==> src/rtl/keypad_scan_controller.sv <==
// 4x3 matrix keypad scanner: drives one column at a time, samples the rows at the end of each
// column dwell, debounces whole frames and hands single press events to a ready/valid consumer.
// Optional auto-repeat is built only when the macro KEYPAD_REPEAT_EN is defined.
module keypad_scan_controller #(
  parameter int unsigned SCAN_DIV       = 1000,
  parameter int unsigned DEBOUNCE_SCANS = 4,
  parameter int unsigned REPEAT_DELAY   = 64,
  parameter int unsigned REPEAT_RATE    = 16
) (
  input  logic       clock,
  input  logic       reset,
  input  logic [3:0] activeRow,
  output logic [2:0] activeColumn,
  output logic [3:0] keyCode,
  output logic       keyValid,
  input  logic       keyReady,
  output logic       keyHeld,
  output logic       overflow
);

  // Candidate codes beyond the 12 real keys.
  localparam logic [3:0] CandNone    = 4'hE;
  localparam logic [3:0] CandInvalid = 4'hF;
  localparam logic [3:0] DebounceTarget = 4'(DEBOUNCE_SCANS);
  localparam logic [15:0] DwellReload   = 16'(SCAN_DIV - 1);

  if (SCAN_DIV < 2 || SCAN_DIV > 65535) begin : gen_scan_div_check
    $error("SCAN_DIV must be in 2..65535");
  end
  if (DEBOUNCE_SCANS < 1 || DEBOUNCE_SCANS > 15) begin : gen_debounce_check
    $error("DEBOUNCE_SCANS must be in 1..15");
  end
  if (REPEAT_DELAY < 1 || REPEAT_RATE < 1) begin : gen_repeat_check
    $error("REPEAT_DELAY and REPEAT_RATE must be at least 1");
  end

  typedef enum logic {StReleased, StPressed} state_e;

  state_e      state, stateNext;
  logic [15:0] dwellCount, dwellCountNext;
  logic [2:0]  activeColumnNext;
  logic [3:0]  sampleCol1, sampleCol1Next;
  logic [3:0]  sampleCol2, sampleCol2Next;
  logic [3:0]  prevCand, prevCandNext;
  logic [3:0]  debCount, debCountNext;
  logic [3:0]  keyCodeNext;
  logic        keyValidNext;
  logic        overflowNext;

  logic        dwellEnd;
  logic        frameEnd;
  logic [11:0] frameHits;
  logic [3:0]  hitCount;
  logic [3:0]  hitKey;
  logic [3:0]  candidate;
  logic        pressPush;
  logic        repeatPush;
  logic        eventPush;

  assign keyHeld = (state == StPressed);

  // Column rotation and row sampling at the last cycle of each dwell.
  always_comb begin
    dwellEnd         = (dwellCount == 16'd0);
    frameEnd         = dwellEnd && activeColumn[2];
    dwellCountNext   = dwellCount - 16'd1;
    activeColumnNext = activeColumn;
    sampleCol1Next   = sampleCol1;
    sampleCol2Next   = sampleCol2;
    if (dwellEnd) begin
      dwellCountNext   = DwellReload;
      activeColumnNext = {activeColumn[1:0], activeColumn[2]};
      if (activeColumn[0]) sampleCol1Next = activeRow;
      if (activeColumn[1]) sampleCol2Next = activeRow;
    end
  end

  // Frame candidate: a key only when exactly one row bit was seen across the whole frame.
  always_comb begin
    frameHits = {activeRow, sampleCol2, sampleCol1};
    hitCount  = 4'($countones(frameHits));
    hitKey    = CandNone;
    for (int i = 0; i < 12; i++) begin
      if (frameHits[i]) begin
        case (i)
          0:       hitKey = 4'hB;
          1:       hitKey = 4'h9;
          2:       hitKey = 4'h6;
          3:       hitKey = 4'h3;
          4:       hitKey = 4'h0;
          5:       hitKey = 4'h8;
          6:       hitKey = 4'h5;
          7:       hitKey = 4'h2;
          8:       hitKey = 4'hA;
          9:       hitKey = 4'h7;
          10:      hitKey = 4'h4;
          default: hitKey = 4'h1;
        endcase
      end
    end
    if (hitCount == 4'd0)      candidate = CandNone;
    else if (hitCount == 4'd1) candidate = hitKey;
    else                       candidate = CandInvalid;
  end

  // Debounce counter and press/release state machine, evaluated once per frame.
  always_comb begin
    stateNext    = state;
    prevCandNext = prevCand;
    debCountNext = debCount;
    pressPush    = 1'b0;
    if (frameEnd) begin
      prevCandNext = candidate;
      if (candidate == prevCand) begin
        debCountNext = (debCount == 4'hF) ? 4'hF : debCount + 4'd1;
      end else begin
        debCountNext = 4'd1;
      end
      unique case (state)
        StReleased: begin
          if (candidate <= 4'hB && debCountNext == DebounceTarget) begin
            stateNext = StPressed;
            pressPush = 1'b1;
          end
        end
        StPressed: begin
          if (candidate == CandNone && debCountNext == DebounceTarget) begin
            stateNext = StReleased;
          end
        end
        default: stateNext = StReleased;
      endcase
    end
  end

`ifdef KEYPAD_REPEAT_EN
  logic [3:0]  pressedKey, pressedKeyNext;
  logic [15:0] repeatCount, repeatCountNext;

  // Count frames down to the next auto-repeat while the same key stays down.
  always_comb begin
    pressedKeyNext  = pressedKey;
    repeatCountNext = repeatCount;
    repeatPush      = 1'b0;
    if (pressPush) begin
      pressedKeyNext  = candidate;
      repeatCountNext = 16'(REPEAT_DELAY);
    end else if (frameEnd && state == StPressed && candidate == pressedKey) begin
      if (repeatCount <= 16'd1) begin
        repeatPush      = 1'b1;
        repeatCountNext = 16'(REPEAT_RATE);
      end else begin
        repeatCountNext = repeatCount - 16'd1;
      end
    end
  end

  // Repeat bookkeeping registers.
  always_ff @(posedge clock) begin
    if (reset) begin
      pressedKey  <= CandNone;
      repeatCount <= 16'd0;
    end else begin
      pressedKey  <= pressedKeyNext;
      repeatCount <= repeatCountNext;
    end
  end
`else
  assign repeatPush = 1'b0;
`endif

  // Single-entry event slot; a push into a full, stalled slot is dropped and flagged.
  // A repeat is only issued while candidate equals the held key, so candidate is the code.
  always_comb begin
    eventPush    = pressPush | repeatPush;
    keyValidNext = keyValid;
    keyCodeNext  = keyCode;
    overflowNext = overflow;
    if (eventPush) begin
      if (keyValid && !keyReady) begin
        overflowNext = 1'b1;
      end else begin
        keyValidNext = 1'b1;
        keyCodeNext  = candidate;
      end
    end else if (keyValid && keyReady) begin
      keyValidNext = 1'b0;
      keyCodeNext  = 4'h0;
    end
  end

  // State registers.
  always_ff @(posedge clock) begin
    if (reset) begin
      activeColumn <= 3'b001;
      dwellCount   <= DwellReload;
      sampleCol1   <= 4'h0;
      sampleCol2   <= 4'h0;
      prevCand     <= CandNone;
      debCount     <= 4'd0;
      state        <= StReleased;
      keyValid     <= 1'b0;
      keyCode      <= 4'h0;
      overflow     <= 1'b0;
    end else begin
      activeColumn <= activeColumnNext;
      dwellCount   <= dwellCountNext;
      sampleCol1   <= sampleCol1Next;
      sampleCol2   <= sampleCol2Next;
      prevCand     <= prevCandNext;
      debCount     <= debCountNext;
      state        <= stateNext;
      keyValid     <= keyValidNext;
      keyCode      <= keyCodeNext;
      overflow     <= overflowNext;
    end
  end

endmodule

==> config.mk <==
export PLATFORM = sky130hd
export DESIGN_NAME = keypad_scan_controller
export DESIGN_NICKNAME = d
export VERILOG_FILES = /design/src/rtl/keypad_scan_controller.sv
export SDC_FILE = /design/constraint.sdc
export NUM_CORES = 1
export LEC_CHECK = 0
export BUFFER_PORTS_ARGS = -buffer_cell sky130_fd_sc_hd__buf_2
export CAP_MARGIN = 20
export CORE_MARGIN = 2
export CORE_UTILIZATION = 40
export CTS_BUF_LIST = sky130_fd_sc_hd__clkbuf_4
export DETAILED_ROUTE_END_ITERATION = 8
export HOLD_SLACK_MARGIN = 0.02
export PLACE_DENSITY_LB_ADDON = 0.2
export SYNTH_ARGS = -nofsm -noshare
export SYNTH_HDL_FRONTEND = slang
export SYNTH_SLANG_ARGS = --single-unit
==> constraint.sdc <==
create_clock -name clock -period 7.18 [get_ports clock]
set_input_delay 0.718 -clock clock [delete_from_list [all_inputs] [get_ports clock]]
set_output_delay 0.718 -clock clock [all_outputs]
set_load 0.005 [all_outputs]
# Yosys cells after proc, flatten, opt, wreduce, memory -nomap -nowiden
# Cells that the tools add are included.
[word_totals] reg_bits=42 latch_bits=0 ramBits=0 rom_bits=0 out_inout_bits=10 elab_cells=73 n_memories=0
[classes] n_addsub=13 mul=0 div_mod_pow=0 n_lt_le_gt_ge=1 eq_ne=6 shift=0 muxes=28 bitwise_logic=1 reduce_logical=14
[op_table] op="4-bit two-way mux" n=19
[op_table] op="16-bit logical NOT" n=1
[op_table] op="16-bit by 1-bit subtractor with 16-bit output, second input constant" n=1
[op_table] op="1-bit by 1-bit adder with 2-bit output" n=6
[op_table] op="2-bit by 2-bit adder with 3-bit output" n=3
[op_table] op="4-bit == test, second input constant" n=2
[op_table] op="2-bit AND reduction" n=4
[op_table] op="1-bit two-way mux" n=7
[op_table] op="1-bit logical AND" n=5
[op_table] op="3-bit by 3-bit adder with 4-bit output" n=1
[op_table] op="4-bit by 1-bit adder with 4-bit output, second input constant" n=1
[op_table] op="4-bit by 3-bit adder with 4-bit output" n=1
[op_table] op="4-bit by 1-bit == test with 1-bit output, second input constant" n=1
[op_table] op="4-bit by 3-bit == test with 1-bit output, second input constant" n=1
[op_table] op="4-bit == test" n=1
[op_table] op="4-bit less-or-equal comparator, second input constant" n=1
[op_table] op="4-bit logical NOT" n=1
[op_table] op="3-bit two-way mux" n=1
[op_table] op="2-bit != test, second input constant" n=1
[op_table] op="1-bit case mux with 2 select lines" n=1
[op_table] op="2-bit nonzero test" n=1
[op_table] op="2-bit OR reduction" n=1
[op_table] op="1-bit logical NOT" n=1
[op_table] op="1-bit NOT" n=1

# Longest topological paths before layout
[depth] word_depth=24 ltp_mapped=17 ltp_nobuf=16

# Worst setup path after synthesis
# No wires, ideal clock.
[synth_timing] path_type="input port to flip-flop" start="input activeRow[0]" end="register keyCode[0]" setup_ns=0.062 arrival_ns=5.172 required_time_ns=7.118 setup_slack_ns=1.945 cell_stages=17 path_buffers=1 path_cell_list="fa_1 fa_1 inv_1 fa_1 fa_1 inv_1 ha_1 inv_1 fa_1 nor4bb_1 a41oi_1 a211oi_2 xnor2_1 a2111oi_4 buf_6 or4b_1 nand3_1"
[synth_via] elab_chain_len=16
[synth_lines] element="start: declaration" line="12" source="input logic [3:0] activeRow,"
[synth_lines] element="1-bit by 1-bit adder with 2-bit output (implied by the code) / 4-bit two-way mux (equally long branches)" line="81, 84"
[synth_lines] element="2-bit by 2-bit adder with 3-bit output (implied by the code) / 4-bit two-way mux (equally long branches)" line="81, 84"
[synth_lines] element="4-bit by 3-bit adder with 4-bit output (implied by the code) / 4-bit two-way mux (equally long branches)" line="81, 84"
[synth_lines] element="4-bit by 1-bit == test with 1-bit output / 4-bit two-way mux (equally long branches)" line="102, 84"
[synth_lines] element="4-bit two-way mux" line="102" source="else if (hitCount == 4'd1) candidate = hitKey;"
[synth_lines] element="4-bit two-way mux (*)" line="101" source="if (hitCount == 4'd0) candidate = CandNone;"
[synth_lines] element="4-bit == test" line="114" source="if (candidate == prevCand) begin"
[synth_lines] element="4-bit two-way mux" line="114"
[synth_lines] element="4-bit two-way mux" line="112" source="if (frameEnd) begin"
[synth_lines] element="4-bit by 3-bit == test with 1-bit output" line="121" source="if (candidate <= 4'hB && debCountNext == DebounceTarget) begin"
[synth_lines] element="1-bit logical AND" line="121"
[synth_lines] element="1-bit two-way mux" line="121"
[synth_lines] element="1-bit two-way mux" line="119" source="unique case (state)"
[synth_lines] element="1-bit two-way mux" line="112"
[synth_lines] element="2-bit != test (no line) / 2-bit nonzero test (equally long branches)"
[synth_lines] element="2-bit AND reduction (no line)"
[synth_lines] element="end signal: assignment" line="214" source="keyCode <= keyCodeNext;"
[synth_lines] element="end: declaration" line="14" source="output logic [3:0] keyCode,"
# Mark *: on every way between the ends. The rest lies on a longest branch, timed or not. The select of a mux whose other input is x is not followed.
# A chain may end at the register's enable or synchronous reset.

# Worst setup path after layout
[layout_timing] start="input activeRow[0]" end="register keyCode[3]"
# The elaborated chain is that of the path after synthesis.

==> flow_summary_export.csv <==
group,metric,value,unit
status,outcome,"complete, no violations",
logic_synthesis,syn_avg_cell_area,8.83,µm²
routing,ant_nets,0,
timing,timing.final.crit_share,0.774,
timing,fmax,180,MHz
logic_synthesis,synth_top_area_cell,"dfxtp_1",
routing,vias,1989,
placement,gp_congestion,0.825,
routing,via_per_inst,5.35,
logic_synthesis,ys_seq_elements,42,
finish,nets,316,
logic_synthesis,synth_ff_type,"dfxtp_1",
floorplan,initial_core_util,0.417,
clock_tree,htreeDepth,2,
clock_tree,cts-root-buf,"clkbuf_4",
logic_synthesis,yosysMostFrequentCell,"dfxtp_1",
logic_synthesis,yosys_warnings,0,
logic_synthesis,yosys-top-cells-area,"dfxtp_1, fa_1, nor2_1",
floorplan,fp.coreArea,5960,µm²
grt,antenna_found_initial,0,
routing,drc,0,
power_and_ir_drop,power_density,177,nW/µm²
finish,drive_gt1_frac,0.145,
logic_synthesis,yosys.area.top_type_share,0.339,
finish,fillerInstances,597,
logic_synthesis,ys_seq_area_frac,0.339,
critical_path,crit_path_start_kind,"input port",
power_and_ir_drop,power_leakage,1.08,nW
logic_synthesis,synth-edff-count,0,
critical_path,cp_common_cell,"fa_1",
logic_synthesis,synth_area,2480,µm²
floorplan,dieWidth,82.8,µm
critical_path,crit_fanout,12,
clock_tree,tritoncts,"done",
floorplan,dieArea,6850,µm²
critical_path,cp.required,7480,ps
critical_path,critPathKind,"input port to flip-flop",
routing,finalWirelength,5.00,mm
critical_path,cp-end-kind,"flip-flop",
clock_tree,cts.sinks,42,
timing,hold_ws,484,ps
logic_synthesis,syn-num-nets,301,
clock_tree,hold_buffers,0,
grt,grt_max_degree,35,
timing,skew,14.0,ps
logic_synthesis,synthDistinctLibCells,61,
critical_path,worstPathArrival,5850,ps
critical_path,crit_family,"adder cells",
floorplan,rows,28,
timing,min_period,5560,ps
critical_path,cp_slowest_cell,"a2111oi_4",
power_and_ir_drop,finalPower,0.000483,W
grt,grt_overflow,0,
logic_synthesis,async_flop_share,0,
floorplan,fp.dieH,82.8,µm
grt,grt_usage,0.164,
grt,grt_pass1_vias,1863,
timing,relSlewSlack,0.541,
clock_tree,cts_resized,0,
routing,drt_pass1_iterations,4,
logic_synthesis,synthCells,281,
critical_path,cpPeakStageDelay,670,ps
grt,grt_pass1_wl,8.71,mm
finish,syn_to_final_growth,9.73,%
timing,finalSetupViolCount,0,
placement,dp_hpwl,3.67,mm
floorplan,ios,17,
timing,setup-tns-final,0,ps
clock_tree,clock_latency,350,ps
clock_tree,post-cts-setup-buffers,0,
clock_tree,cts.clk_slew.worst_paths,130,ps
routing,wl_per_cell,13.4,µm
worst_hold_path,min_path_type,"flip-flop to flip-flop",
critical_path,path_buf_inv,4,
clock_tree,cts_buffer_depth,2,
timing,tightestPinTransition,679,ps
timing,finalHoldViolCount,0,
placement,port-buffer-count,16,
timing,rsz0062_at_grt,"no",
clock_tree,cts_buffers,5,
power_and_ir_drop,ir_drop,0.0935,mV
logic_synthesis,synthTopCellsByCount,"dfxtp_1, nor2_1, nand2_1",
placement,dp_slack,1310,ps
timing,report.final.slew_viol_count,0,
timing,setup_slack,1620,ps
routing,drt-initial-drc-count,56,
flow_run,maxCapViolCount,0,
finish,antenna_cells,0,
critical_path,crit_chain,"buf_2 -> fa_1 -> fa_1 -> inv_1 -> fa_1 -> fa_1 -> inv_1 -> ha_1 -> inv_1 -> fa_1 -> nor4bb_1 -> a41oi_1 -> a2111oi_0 -> a2bb2oi_2 -> a2111oi_4 -> o221ai_1 -> nand3_1",
==> path summary, 6_finish.rpt <==
| kind | from | to | slack, ps | cells after the start |
|---|---|---|---|---|
| max | activeRow[0] | keyCode[3] | 1620 | 17 |
| min | overflow | overflow | 480 | 2 |
| max reg2reg | sampleCol1[3] | keyCode[3] | 1730 | 16 |
| min reg2reg | overflow | overflow | 480 | 2 |
==> logic make-up (layout without fill, tap and decap cells) <==
logic type      after synthesis  after routing  share of synthesized area
mux                           3              3                     0.0121
xor+xnor                     14             14                     0.0494
compound gates               50             50                      0.168
fa+ha+maj                    13             13                     0.0867
simple gates                129            129                      0.296
flops                        42             42                      0.339
buf+inv                      30             46                     0.0489
==> power breakdown <==
group	internal (W)	total (W)	switching, W
sequential	0.000235	0.000237	0.00000201
combinational	0.0000201	0.0000562	0.0000362
clock	0.000109	0.000190	0.0000809
==> metal layers <==
layer / vias to the layer above / GRT usage / share of wire
li1: 1026 / - / -
met1: 938 / 0.240 / 0.53
met2: 23 / 0.244 / 0.43
met3: 2 / 0.0292 / 0.033
met4: 0 / 0.0492 / 0.0056
met5: - / 0 / 0
==> sequential cells by signal (all words and copies together) (netlist names) <==
name	flops
keyValid	1
debCount	4
activeColumn	3
prevCand	4
keyCode	4
overflow	1
dwellCount	16
keyHeld	1
sampleCol2	4
sampleCol1	4
==> cell usage in the layout (no fill, tap or decap), types with 4 or more instances in the layout <==
cell,instances
a211o_1,4
a21oi_1,17
buf_2,16
clkbuf_4,5
dfxtp_1,42
fa_1,7
ha_1,6
inv_1,22
nand2_1,27
nand3_1,11
nand3b_1,4
nor2_1,30
nor3_1,12
nor3b_1,5
or3_1,5
or4b_1,4
xnor2_1,12
==> area by class of cell <==
cell class                      instances  area, µm²  area share
Clock inverter                          3       68.8      0.0253
Tap cell                               75       93.8      0.0345
Inverter                               22       82.6      0.0303
Multi-Input combinational cell        209       1520       0.558
Sequential cell                        42        841       0.309
Timing Repair Buffer                   16       80.1      0.0294
Clock buffer                            5       37.5      0.0138
==> stage by stage <==
stage	util	cell area (µm²)	std cells
2_1_floorplan	-	2480	281
3_3_place_gp	0.439	2620	364
3_5_place_dp	0.439	2620	364
4_1_cts	0.457	2720	372
5_1_grt	0.457	2720	372
6_report	0.457	2720	372
==> worst reg2reg max path, stage by stage (launching register included) <==
cell	delay [ps]
dfxtp_1	490
fa_1	480
fa_1	500
inv_1	50
fa_1	490
fa_1	420
inv_1	70
ha_1	160
inv_1	60
fa_1	500
nor4bb_1	300
a41oi_1	190
a2111oi_0	510
a2bb2oi_2	170
a2111oi_4	680
o221ai_1	240
nand3_1	110
No activity file was read; power rests on OpenSTA's default activity.
